==> src/rtl/alu_arbiter.sv <==
// ---------------------------------------------------------------------------
// alu_arbiter
//
// Purpose:
//   Shares one combinational alu between two requesters. A round-robin grant
//   picks a requester in IDLE, its operands are latched, the alu result is
//   registered in EXEC, and the response is held in RESP until the consumer
//   takes it. One operation is in flight at a time (minimum 3 cycles each).
//
// Ports (alu_arbiter):
//   clk            in   rising-edge clock
//   reset          in   asynchronous, active-high; clears all state
//   req0_valid     in   requester 0 has an operation
//   req0_a/b       in   requester 0 operands [WIDTH-1:0]
//   req0_op        in   requester 0 ALUOp [OPW-1:0]
//   req0_ready     out  requester 0 accepted this cycle (combinational)
//   req1_*         -    same set for requester 1
//   rsp_valid      out  result available
//   rsp_data       out  registered alu result [WIDTH-1:0]
//   rsp_id         out  requester that owns rsp_data
//   rsp_ready      in   consumer takes the result (only looked at in RESP)
//   busy           out  state != IDLE
//   cnt0/cnt1      out  saturating per-requester completion counters
//                       [CNT_W-1:0], present only with ALU_ARB_CNT_EN
//
// Configuration macro:
//   ALU_ARB_CNT_EN  - when defined, adds the cnt0/cnt1 ports and counters.
//
// Ports (alu):
//   A, B   in   operands [WIDTH-1:0]
//   ALUOp  in   operation select [OPW-1:0]
//   C      out  result [WIDTH-1:0]
//
// ALUOp encoding: 000 add, 001 sub, 010 and, 011 or, 100 xor,
//                 101 signed set-less-than, 110 shift left, 111 shift right.
// ---------------------------------------------------------------------------

module alu #(
  parameter int WIDTH = 32,
  parameter int OPW   = 3
) (
  input  logic [WIDTH-1:0] A,
  input  logic [WIDTH-1:0] B,
  input  logic [OPW-1:0]   ALUOp,
  output logic [WIDTH-1:0] C
);

  // Plain combinational decode; add/sub wrap around at WIDTH bits and no
  // flags are produced. Shift amounts use the low five bits of B.
  always_comb begin
    C = '0;
    case (ALUOp)
      3'b000:  C = A + B;
      3'b001:  C = A - B;
      3'b010:  C = A & B;
      3'b011:  C = A | B;
      3'b100:  C = A ^ B;
      3'b101:  C = {{(WIDTH-1){1'b0}}, ($signed(A) < $signed(B))};
      3'b110:  C = A << B[4:0];
      3'b111:  C = A >> B[4:0];
      default: C = '0;
    endcase
  end

endmodule

module alu_arbiter #(
  parameter int WIDTH = 32,
  parameter int OPW   = 3,
  parameter int CNT_W = 16
) (
  input  logic             clk,
  input  logic             reset,
  input  logic             req0_valid,
  input  logic [WIDTH-1:0] req0_a,
  input  logic [WIDTH-1:0] req0_b,
  input  logic [OPW-1:0]   req0_op,
  output logic             req0_ready,
  input  logic             req1_valid,
  input  logic [WIDTH-1:0] req1_a,
  input  logic [WIDTH-1:0] req1_b,
  input  logic [OPW-1:0]   req1_op,
  output logic             req1_ready,
  output logic             rsp_valid,
  output logic [WIDTH-1:0] rsp_data,
  output logic             rsp_id,
  input  logic             rsp_ready,
  output logic             busy
`ifdef ALU_ARB_CNT_EN
  ,
  output logic [CNT_W-1:0] cnt0,
  output logic [CNT_W-1:0] cnt1
`endif
);

  localparam logic [1:0] IDLE = 2'd0;
  localparam logic [1:0] EXEC = 2'd1;
  localparam logic [1:0] RESP = 2'd2;

  // The embedded alu is a fixed 32-bit, 3-bit-opcode unit, and the counters
  // need at least one bit; reject any other configuration at elaboration.
  if (WIDTH != 32) begin : g_bad_width
    $error("alu_arbiter: only WIDTH=32 is supported");
  end
  if (OPW != 3) begin : g_bad_opw
    $error("alu_arbiter: only OPW=3 is supported");
  end
  if (CNT_W < 1) begin : g_bad_cnt_w
    $error("alu_arbiter: CNT_W must be at least 1");
  end

  logic [1:0]       state;
  logic             last;
  logic [WIDTH-1:0] a_q;
  logic [WIDTH-1:0] b_q;
  logic [OPW-1:0]   op_q;
  logic             id_q;
  logic [WIDTH-1:0] alu_c;
  logic             grant0;
  logic             grant1;

  // The alu only ever sees the latched operands, so requesters are free to
  // change their inputs as soon as they have been accepted.
  alu #(
    .WIDTH (WIDTH),
    .OPW   (OPW)
  ) u_alu (
    .A     (a_q),
    .B     (b_q),
    .ALUOp (op_q),
    .C     (alu_c)
  );

  // Grant selection. A lone valid requester always wins; when both are
  // valid, the one that did not win the last contended grant goes next.
  // last resets to 1 so requester 0 takes the first contended grant.
  // The two terms are mutually exclusive, so both readys never rise together.
  always_comb begin
    grant0 = (state == IDLE) && req0_valid && (!req1_valid || last);
    grant1 = (state == IDLE) && req1_valid && (!req0_valid || !last);
  end

  assign req0_ready = grant0;
  assign req1_ready = grant1;
  assign busy       = (state != IDLE);

  // Main controller: IDLE latches the granted request, EXEC captures the
  // alu result into the response registers, RESP holds the response until
  // the consumer takes it. An asynchronous reset drops any in-flight work.
  always_ff @(posedge clk or posedge reset) begin
    if (reset) begin
      state     <= IDLE;
      last      <= 1'b1;
      a_q       <= '0;
      b_q       <= '0;
      op_q      <= '0;
      id_q      <= 1'b0;
      rsp_valid <= 1'b0;
      rsp_data  <= '0;
      rsp_id    <= 1'b0;
    end else begin
      case (state)
        IDLE: begin
          if (grant0 || grant1) begin
            a_q   <= grant1 ? req1_a  : req0_a;
            b_q   <= grant1 ? req1_b  : req0_b;
            op_q  <= grant1 ? req1_op : req0_op;
            id_q  <= grant1;
            if (req0_valid && req1_valid) begin
              last <= grant1;
            end
            state <= EXEC;
          end
        end
        EXEC: begin
          rsp_data  <= alu_c;
          rsp_id    <= id_q;
          rsp_valid <= 1'b1;
          state     <= RESP;
        end
        RESP: begin
          if (rsp_ready) begin
            rsp_valid <= 1'b0;
            state     <= IDLE;
          end
        end
        default: begin
          state <= IDLE;
        end
      endcase
    end
  end

`ifdef ALU_ARB_CNT_EN
  logic handoff;

  assign handoff = (state == RESP) && rsp_ready;

  // Per-requester completion counters. A response counts when it is handed
  // off to the consumer; each counter sticks at all-ones instead of wrapping.
  always_ff @(posedge clk or posedge reset) begin
    if (reset) begin
      cnt0 <= '0;
      cnt1 <= '0;
    end else if (handoff) begin
      if (!rsp_id && (cnt0 != {CNT_W{1'b1}})) begin
        cnt0 <= cnt0 + 1'b1;
      end
      if (rsp_id && (cnt1 != {CNT_W{1'b1}})) begin
        cnt1 <= cnt1 + 1'b1;
      end
    end
  end
`endif

endmodule

==> config.mk <==
export PLATFORM = sky130hd
export DESIGN_NAME = alu_arbiter
export DESIGN_NICKNAME = d
export VERILOG_FILES = /design/src/rtl/alu_arbiter.sv
export SDC_FILE = /design/constraint.sdc
export NUM_CORES = 1
export LEC_CHECK = 0
export CORE_MARGIN = 5
export CORE_UTILIZATION = 39
export DETAILED_ROUTE_END_ITERATION = 6
export PLACE_DENSITY = 0.63
export SETUP_SLACK_MARGIN = 0.02
export SYNTH_ARGS = -nofsm -noshare
export SYNTH_HDL_FRONTEND = slang
export SYNTH_SLANG_ARGS = --single-unit
==> constraint.sdc <==
create_clock -name clk -period 3.9 [get_ports clk]
set_input_delay 0.78 -clock clk [delete_from_list [all_inputs] [get_ports clk]]
set_output_delay 0.78 -clock clk [all_outputs]
set_load 0.1 [all_outputs]
Yosys cells after proc, flatten, opt, wreduce, memory -nomap -nowiden
Cells that the tools add are included.
{ "classes": {"n_addsub": 2, "n_lt_le_gt_ge": 1, "n_eq_ne": 11, "shifts": 2, "muxes": 9, "bitwise_logic": 3, "reduce_logical": 19} }
{ "ops": {"columns": ["cell", "count"], "rows": [
  ["32-bit case mux with 8 select lines", 1],
  ["32-bit two-way mux", 2],
  ["32-bit adder", 1],
  ["32-bit AND", 1],
  ["32-bit < comparator", 1],
  ["32-bit OR", 1],
  ["32-bit by 5-bit << shifter with 32-bit output", 1],
  ["32-bit by 5-bit right shift with 32-bit output", 1],
  ["32-bit subtractor", 1],
  ["32-bit XOR", 1],
  ["3-bit == test (second input constant)", 4],
  ["3-bit by 2-bit == test with 1-bit output (second input constant)", 2],
  ["2-bit case mux with 3 select lines", 1],
  ["2-bit AND reduction", 3],
  ["1-bit logical AND", 5],
  ["2-bit two-way mux", 2],
  ["2-bit nonzero test", 2],
  ["3-bit by 1-bit == test with 1-bit output (second input constant)", 1],
  ["1-bit zero test", 3],
  ["3-bit zero test", 1],
  ["1-bit logical OR", 3],
  ["3-bit two-way mux", 1],
  ["3-bit AND reduction", 1],
  ["2-bit by 1-bit == test with 1-bit output (second input constant)", 1],
  ["6 further kinds", 6]
]} }
{ "word_totals": {"register_bits": 105, "in_bits": 139, "output_inout_bits": 37, "wordCells": 56} }

Logic depth before layout (Yosys ltp)
{ "logic_depth": {"ltp_word": 6, "ltp_mapped": 15} }

By module
From an unflattened synthesis, not the netlist that was laid out.
{ "unflattened": {"cells_unflattened": 1672, "hier_area_um2": 13173.9} }
{ "modules_own_cells": {"columns": ["module", "instances", "cells_per_inst", "area_each_um2", "seq_area_each_um2"], "rows": [
  ["alu", 1, 1257, 7977.7, 0.0],
  ["alu_arbiter", 1, 415, 5196.2, 2628.8]
]} }

Worst setup path after synthesis
OpenSTA, ideal clock, no wires.
{ "synth_timing": {"path_type": "register to register", "start": "reg b_q[3]", "end": "reg rsp_data[26]", "setup_time_ps": 134, "t_arrival_ps": 3488, "t_required_ps": 3766, "slack_ps": 278, "stages_incl_launch_ff": 16, "path_buffers": 4, "synth_period_minus_slack_ps": 3622, "path_cell_list": "dfrtp_1 > clkbuf_1 > inv_1 > clkbuf_1 > clkbuf_1 > buf_1 > ha_1 > nand2b_1 > o2111ai_1 > a211oi_1 > o2111ai_1 > o211ai_2 > a31oi_1 > a221o_1 > o21ai_1 > a31oi_1"} }
{ "synth_via": {"elab_chain_cells": 2, "elab_cells_between_ends": 5} }
{ "synth_lines": {"columns": ["element", "line_no", "text"], "rows": [
  ["start: declaration", "115", "logic [WIDTH-1:0] b_q;"],
  ["start signal: assignment", "166", "b_q <= grant1 ? req1_b : req0_b;"],
  ["32-bit subtractor, or another cell as far along", "54", "3'b001: C = A - B;"],
  ["32-bit case mux with 8 select lines *", "52", "case (ALUOp)"],
  ["end signal: assignment", "176", "rsp_data <= alu_c;"],
  ["end: declaration", "85", "output logic [WIDTH-1:0] rsp_data,"]
]} }
Mark *: on every way between the ends. The rest lies on a longest branch, timed or not.
A chain may end at the register's enable or synchronous reset.

Worst setup path after layout
{ "layout_timing": {"start": "reg b_q[0]", "end": "reg rsp_data[26]"} }
The elaborated chain is that of the path after synthesis.

==> results.sh <==
export IMPL_worst_pin_slew_ns=1.030
export IMPL_drt_total_wl_um=57510
export IMPL_grt_pass1_vias=13663
export IMPL_postCtsResizedCells=0
export IMPL_yosysMostFrequentCell="nand2_1"
export IMPL_synth_edf_count=0
export IMPL_status="complete, no violations"
export IMPL_clock_latency_ns=0.41
export IMPL_die_height_um=190.7
export IMPL_syn_area_mm2=0.01273
export IMPL_ant_nets=0
export IMPL_syn_to_final_growth_pct=22.38
export IMPL_ctsHoldBuffers=0
export IMPL_yosysSeqAreaShare=0.2065
export IMPL_cts_sinks=105
export IMPL_skew_ns=0.01789
export IMPL_avgViaCountPerCell=6.054
export IMPL_cp_required_ns=4.18
export IMPL_yosysUniqueCellTypes=87
export IMPL_io_pins=176
export IMPL_cp_arrival_ns=3.99
export IMPL_dp_hpwl_um=45350
export IMPL_slew_headroom=0.3105
export IMPL_synth_common_cells="nand2_1 (246), nor2_1 (235), a21oi_1 (157)"
export IMPL_maxCapViolCount=0
export IMPL_setup_tns_ns=0
export IMPL_ctsRootBufferMaster="clkbuf_16"
export IMPL_grt_ovfl_total=0
export IMPL_vias=14167
export IMPL_path_class="flip-flop to flip-flop"
export IMPL_htree_levels=3
export IMPL_grt_util_all_layers=0.3135
export IMPL_clk_pin_slew_ns=0.09
export IMPL_synth_ff_type="dfrtp_1"
export IMPL_fin_crit_sh=0.9516
export IMPL_portBuffers=175
export IMPL_drc=0
export IMPL_core_area_mm2=0.03237
export IMPL_rsz0062_at_grt="false"
export IMPL_start_util=0.3932
export IMPL_clock_fmax_mhz=269.5
export IMPL_cts_tree="yes"
export IMPL_wire_per_inst_um=24.58
export IMPL_synth_warnings=0
export IMPL_grt_pass1_wl_um=86840
export IMPL_syn_nets=1974
export IMPL_min_period_ns=3.711
export IMPL_crit_fanout=5
export IMPL_postCtsSetupRepairBufs=0
export IMPL_nNetsFinal=2130
export IMPL_drive_gt1_frac=0.1007
export IMPL_slew_violations=0
export IMPL_grt_max_degree=88
export IMPL_worstHoldPathType="flip-flop to flip-flop"
export IMPL_setup_violations=0
export IMPL_rows=66
export IMPL_ys_ff_latch=105
export IMPL_async_flop_share=1.000
export IMPL_drt_iter0_drc=1726
export IMPL_clockBufferDepth=2
export IMPL_hold_worst_slack_ns=0.4930
export IMPL_die_w_um=190.7
export IMPL_antenna_found_initial=2
export IMPL_ys_top_cells_by_area="dfrtp_1 (20%), ha_1 (9.5%), nand2_1 (7.3%)"
export IMPL_place_congestion=0.9949
export IMPL_worstSetupEndpointType="flip-flop"
export IMPL_start_kind="flip-flop"
export IMPL_hold_viol=0
export IMPL_synth_avg_cell_area_um2=7.333
export IMPL_netlist_instances=1736
export IMPL_cts_buffers=9
export IMPL_first_pass_iters=5
export IMPL_yosysTopAreaCell="dfrtp_1"
export IMPL_yosys_area_top_type_share=0.2044
export IMPL_die_area_mm2=0.03635
final cells by class:
| type | count | area (µm²) |
|---|---|---|
| antenna | 1 | 2.502 |
| clock buffer | 9 | 225.2 |
| clock inverter | 7 | 67.56 |
| fill | 3299 | 16790 |
| inverter | 111 | 419.2 |
| multi-input combinational | 1398 | 9138 |
| sequential | 105 | 2636 |
| tap | 442 | 553.0 |
| timing repair buffer | 267 | 2537 |
cells by family (layout without fill, tap and decap cells):
family / count (synthesis) / after routing / synth area share
AO/OA/AOI/OAI: 566 / 566 / 0.2894
flip-flops: 105 / 105 / 0.2065
other: 0 / 1 / 0
XOR/XNOR: 29 / 29 / 0.01995
AND/OR/NAND/NOR: 608 / 608 / 0.2012
multiplexers: 96 / 96 / 0.1063
adder cells (fa/ha/maj): 99 / 99 / 0.09849
buffers and inverters: 233 / 394 / 0.07814
final timing paths:
| path | slack, ns | end | cells past startpoint | start |
|---|---|---|---|---|
| setup / recovery | 0.19 | rsp_data[26] | 12 | b_q[0] |
| setup reg to reg | 0.19 | rsp_data[26] | 12 | b_q[0] |
| hold / removal | 0.49 | rsp_data[6] | 2 | rsp_data[6] |
| min in group asynchronous | 0.79 | rsp_valid | 2 | reset |
| hold reg to reg | 0.49 | rsp_data[6] | 2 | rsp_data[6] |
| max in group asynchronous | 2.38 | rsp_data[24] | 3 | reset |
worst max-delay path: stages, from the launching register on:
cell       delay (ns)
dfrtp_2          0.47
ha_1             0.25
fa_1             0.42
o21bai_1         0.26
o2111ai_1        0.25
a211oi_1         0.38
buf_4            0.19
o2111ai_1        0.23
o211ai_2         0.44
a31oi_1          0.18
a221o_1          0.31
o21ai_1          0.09
a31oi_1          0.11
state kept, by name (all words and copies together), names as in the netlist:
signal / count
b_q: 32
rsp_id: 1
id_q: 1
rsp_data: 32
a_q: 32
op_q: 3
rsp_valid: 1
state: 2
last: 1
stage by stage:
step             util  worst slack [ns]  std cells  area (µm²)
2_1_floorplan       -            0.2784       1736       12730
3_3_place_gp   0.4721            0.3241       2323       15280
3_5_place_dp   0.4721            0.3045       2323       15280
4_1_cts        0.4812            0.2551       2339       15580
5_1_grt        0.4812            0.1145       2339       15580
6_report       0.4813            0.1887       2340       15580
cells in the final DEF (no fill, tap or decap), types with 10 or more instances in the layout:
| master | instances |
|---|---|
| nand2_1 | 246 |
| nor2_1 | 234 |
| clkdlybuf4s50_1 | 173 |
| a21oi_1 | 157 |
| inv_1 | 103 |
| o21ai_0 | 103 |
| dfrtp_1 | 100 |
| ha_1 | 97 |
| a31oi_1 | 90 |
| buf_4 | 86 |
| mux2i_1 | 52 |
| nor3_1 | 34 |
| mux4_2 | 30 |
| o211ai_1 | 29 |
| a211oi_1 | 27 |
| xnor2_1 | 25 |
| nand3_1 | 22 |
| o22ai_1 | 19 |
| nand2b_1 | 18 |
| a21o_1 | 15 |
| mux2_2 | 14 |
| a221oi_1 | 14 |
| o31ai_1 | 10 |
| nor2b_1 | 10 |
| o21bai_1 | 10 |
routing by layer:
layer  vias up  share of wire  global-route usage
met5         -        0.00037                   0
met4         4          0.026             0.08591
met3        85          0.089             0.06243
met2       688           0.44              0.4785
met1      6846           0.45              0.4524
li1       6544              -                   -
Power is left out: the tool's default activity adds up to more than one toggle a clock period on the data nets, which glitch-free logic cannot reach.
==> RTL edit 1: new RTL, config.mk and constraints unchanged <==
Remove the case item `3'b000` of the case on `ALUOp`.
--- a/src/rtl/alu_arbiter.sv
+++ b/src/rtl/alu_arbiter.sv
@@ -51,5 +51,4 @@
     C = '0;
     case (ALUOp)
-      3'b000:  C = A + B;
       3'b001:  C = A - B;
       3'b010:  C = A & B;
Behaviour: not the same (a bounded check fails within 4 cycles, from zero or initial values and one cycle with reset high).
==> RTL edit 1 against the unedited design <==
Global-route usage decreased by 2.0 points; critical path type unchanged; wire length decreased by 14%; sequential share of layout area increased by 1.9 points; count of clock-buffer cells in the layout increased by 1; setup slack improved by 0.42 ns; die area decreased by 10%; largest cell class unchanged; cell area decreased by 9.8%; sequential cell count unchanged; cell count decreased by 15%; critical path depth decreased by 3; area after synthesis decreased by 11%.
Power is not shown: default switching activity piles up to over one toggle a cycle in this logic, so the estimate is an artifact.
==> RTL edit 1: results (changes against the unedited design) <==
[outcome]
status = finished clean

[cells_and_area]
fin_nets = 1834  ; -14%
diodes = 0  ; -1
drive_gt1_frac = 0.115  ; +0.0142
fill_cells = 2872  ; -13%

[routing]
vias_per_cell = 6.15  ; +1.6%
wl_met1_mm = 22.1  ; -14%

[synthesis]
synth-compound-area-share = 0.245  ; -0.0447
ys_seq_area_frac = 0.231  ; +0.0248
synth_nets = 1683  ; -15%
synthAdderAreaFrac = 0.109  ; +0.0100
synth_area_leaders = dfrtp_1 23%, ha_1 11%, mux4_2 6.7%, nand2_1 6.5%, nor2_1 5.8%
yosys.area_share.xor_xnor = 0.0185  ; -0.00146
ys_types = 77  ; -11%

[clock_network]
insertion_delay_ns = 0.38  ; -0.03 ns

[critical_path]
r2r-start = b_q[1]
critical-path-top-delay-family = multiplexers
slowest_delay_ns = 0.64  ; +0.17 ns
r2r-end = rsp_data[13]
r2r_slack_ns = 0.61  ; +0.42 ns
worstPathArrival_ns = 3.53  ; -0.46 ns
r2r_cells = 9  ; -3
critPathMaxFanout = 67  ; +62

[timing]
clock_skew_ns = 0.0175  ; -0.000429 ns
relSlewSlack = 0.326  ; +0.0155

[global_routing]
grt.total_usage = 0.294  ; -0.0198
use_met2 = 0.423  ; -0.0560
use_met3 = 0.0589  ; -0.00351
grt.met1_usage = 0.444  ; -0.00849
first_global_vias = 11508  ; -16%
grt_antenna_before_repair = 1  ; -1

[hold_path]
min-delay-start = rsp_data[8]

[place]
routabilityCongestion = 1.04  ; +4.7%

[RTL edit 1: changes by cell type in the layout (fill, tap and decap cells not counted), moves of 17 or more]
| cell | change |
|---|---|
| a31oi_1 | -17 |
| o211ai_1 | -20 |
| a21oi_1 | -68 |
| a22oi_1 | +31 |
| nor2_1 | -59 |
| o21ai_0 | -39 |
| nand2_1 | -50 |
[RTL edit 1: cell type report]
type	count	area share
multi-input combinational	1135	0.564
sequential	105	0.188
timing repair buffer	251	0.168
tap	384	0.0342
inverter	95	0.0256
clock buffer	10	0.0170
clock inverter	6	0.00419
[RTL edit 1: through the flow]
stage	hold slack, ns	area (um^2)	cells	util	worst slack (ns)
4_1_cts	0.494	14000	1986	0.488	0.651
2_1_floorplan	0.453	11400	1446	-	0.361
6_report	0.487	14000	1986	0.488	0.607
3_3_place_gp	0.463	13800	1970	0.478	0.623
5_1_grt	0.517	14000	1986	0.488	0.455
3_5_place_dp	0.477	13800	1970	0.478	0.663
[RTL edit 1: cell families after synthesis]
| group | Yosys count |
|---|---|
| simple gates | 471 |
| fa+ha+maj | 98 |
| xor+xnor | 24 |
| mux | 121 |
| buf+inv | 206 |
| flops | 105 |
| compound gates | 421 |
[RTL edit 1: how the worst max path moves through the flow]
| stage | startpoint | to | slack, ns | depth (start not counted) |
|---|---|---|---|---|
| 4_1_cts | b_q[1] | rsp_data[31] | 0.65 | 8 |
| 5_1_grt | a_q[14] | rsp_data[31] | 0.45 | 10 |
| 2_1_floorplan | reset | a_q[0] | 0.36 | 1 |
| 3_3_place_gp | b_q[1] | rsp_data[29] | 0.62 | 9 |
| 6_report | b_q[1] | rsp_data[13] | 0.61 | 9 |
| 3_5_place_dp | b_q[1] | rsp_data[31] | 0.66 | 8 |
==> RTL edit 2: new RTL, config.mk and constraints unchanged <==
Made on the original files. Build with the macro `ALU_ARB_CNT_EN` defined.
--- a/src/rtl/alu_arbiter.sv
+++ b/src/rtl/alu_arbiter.sv
@@ -35,4 +35,6 @@
 //                 101 signed set-less-than, 110 shift left, 111 shift right.
 // ---------------------------------------------------------------------------
+
+`define ALU_ARB_CNT_EN
 
 module alu #(
Function (old outputs only; new: cnt0 and cnt1): kept (Yosys induction, for registers that start in step).
==> RTL edit 2 against the unedited design <==
Sequential cell count is 32 higher; hold slack got worse by 0.011 ns; count of clock-buffer cells in the layout rose by 8; synthesized cell count grew 10%; cell area increased by 15%; area after synthesis up 13%; core utilization rose by 0.70 points; cell count rose by 9.7%; highest routed layer unchanged; setup slack gained 0.13 ns; wire length increased by 11%.
Power is not shown: default switching activity piles up to over one toggle a cycle in this logic, so the estimate is an artifact.
==> RTL edit 2: results (changes against the unedited design) <==
[outcome]
status = finished clean

[clock_network]
cts_buffers = 17  ; +8
post_cts_buffers = 0  ; unchanged
clk_pin_slew_worst_paths_ns = 0.07  ; -0.02 ns
hold_buffers = 0  ; unchanged
h-tree-depth = 4  ; +1
insertion_delay_ns = 0.47  ; +0.06 ns

[critical_path]
r2r_cells = 11  ; -1
critPathMaxFanout = 10  ; +5
slowest_delay_ns = 0.54  ; +0.07 ns
crit_slowest_cell = ha_1
worstPathArrival_ns = 3.89  ; -0.10 ns
r2r-start = a_q[6]

[synthesis]
ys_seq_area_frac = 0.238  ; +0.0311
synth_area_leaders = dfrtp_1 24%, ha_1 8.6%, nand2_1 7.3%, nor2_1 6.2%, a21oi_1 5.4%
synth_nets = 2149  ; +8.9%
synthAdderAreaFrac = 0.0886  ; -0.00989
synth-compound-area-share = 0.257  ; -0.0321
ys_types = 90  ; +3.4%
synth_common_cells = 282 x nand2_1, 237 x nor2_1, 155 x a21oi_1
muxShareOfSynthArea = 0.105  ; -0.00129
yosys.area_share.xor_xnor = 0.0273  ; +0.00735
syn_area_per_cell_um2 = 7.56  ; +3.1%

[cells_and_area]
top_regs = a_q x32, b_q x32, rsp_data x32
fill_cells = 3651  ; +11%
diodes = 0  ; -1
drive_gt1_frac = 0.0952  ; -0.00545
fin_nets = 2327  ; +9.2%
seqCellArea_um2 = 3440  ; +30%

[routing]
wl_met1_mm = 28.6  ; +12%
drc = 0  ; unchanged
dr.first_iter.drc_count = 2069  ; +20%
vias_per_cell = 6.19  ; +2.2%
dr.max_layer_used = met5
met3_length_mm = 6.36  ; +24%
first_pass_iters = 6  ; +1
wl_met2_mm = 27.2  ; +7.6%
vias = 15893  ; +12%
drt-wirelength-per-cell_um = 24.8  ; +1.0%

[global_routing]
use_met3 = 0.0732  ; +0.0107
grt_pass1_wl_mm = 97.0  ; +12%
grt_antenna_before_repair = 1  ; -1
use_met2 = 0.450  ; -0.0280
first_global_vias = 15361  ; +12%
grt.met1_usage = 0.448  ; -0.00412
grt_start_max_net_pins = 136  ; +55%
grt.total_usage = 0.305  ; -0.00813

[timing]
worst_pin_slew_ns = 1.11  ; +0.0833 ns
clock_skew_ns = 0.0172  ; -0.000690 ns

[place]
post-place-ws_ns = 0.400  ; +0.0957 ns
dp_cells = 2536  ; +9.2%
routabilityCongestion = 1.03  ; +3.7%
place_hpwl_mm = 49.7  ; +9.6%
port_buffers = 207  ; +18%
placedInstanceArea_um2 = 17300  ; +13%

[hold_path]
min-delay-start = rsp_data[10]
hold_class = reg -> reg

[RTL edit 2: cell count changes in the layout (fill, tap and decap cells not counted), sizes merged, moves of 9 or more]
cell           before  now
xnor2              25   36
o211a               0    9
dfrtp             104  136
nand2             247  282
and3                2   14
clkdlybuf4s50     173  205
o21ai             108   89
nand3              23   46
[RTL edit 2: final timing paths]
path                                 to  slack [ns]
setup / recovery           rsp_data[23]        0.32
hold / removal             rsp_data[10]        0.48
setup reg to reg           rsp_data[23]        0.32
hold reg to reg            rsp_data[10]        0.48
max in group asynchronous       a_q[30]        2.42
min in group asynchronous      cnt0[13]        0.79
[RTL edit 2: area by class of cell]
class | instances | area share
Timing Repair Buffer | 296 | 0.158
Tap cell | 468 | 0.0328
Clock inverter | 15 | 0.0110
Clock buffer | 17 | 0.0238
Multi-Input combinational cell | 1529 | 0.560
Sequential cell | 137 | 0.192
Inverter | 106 | 0.0225
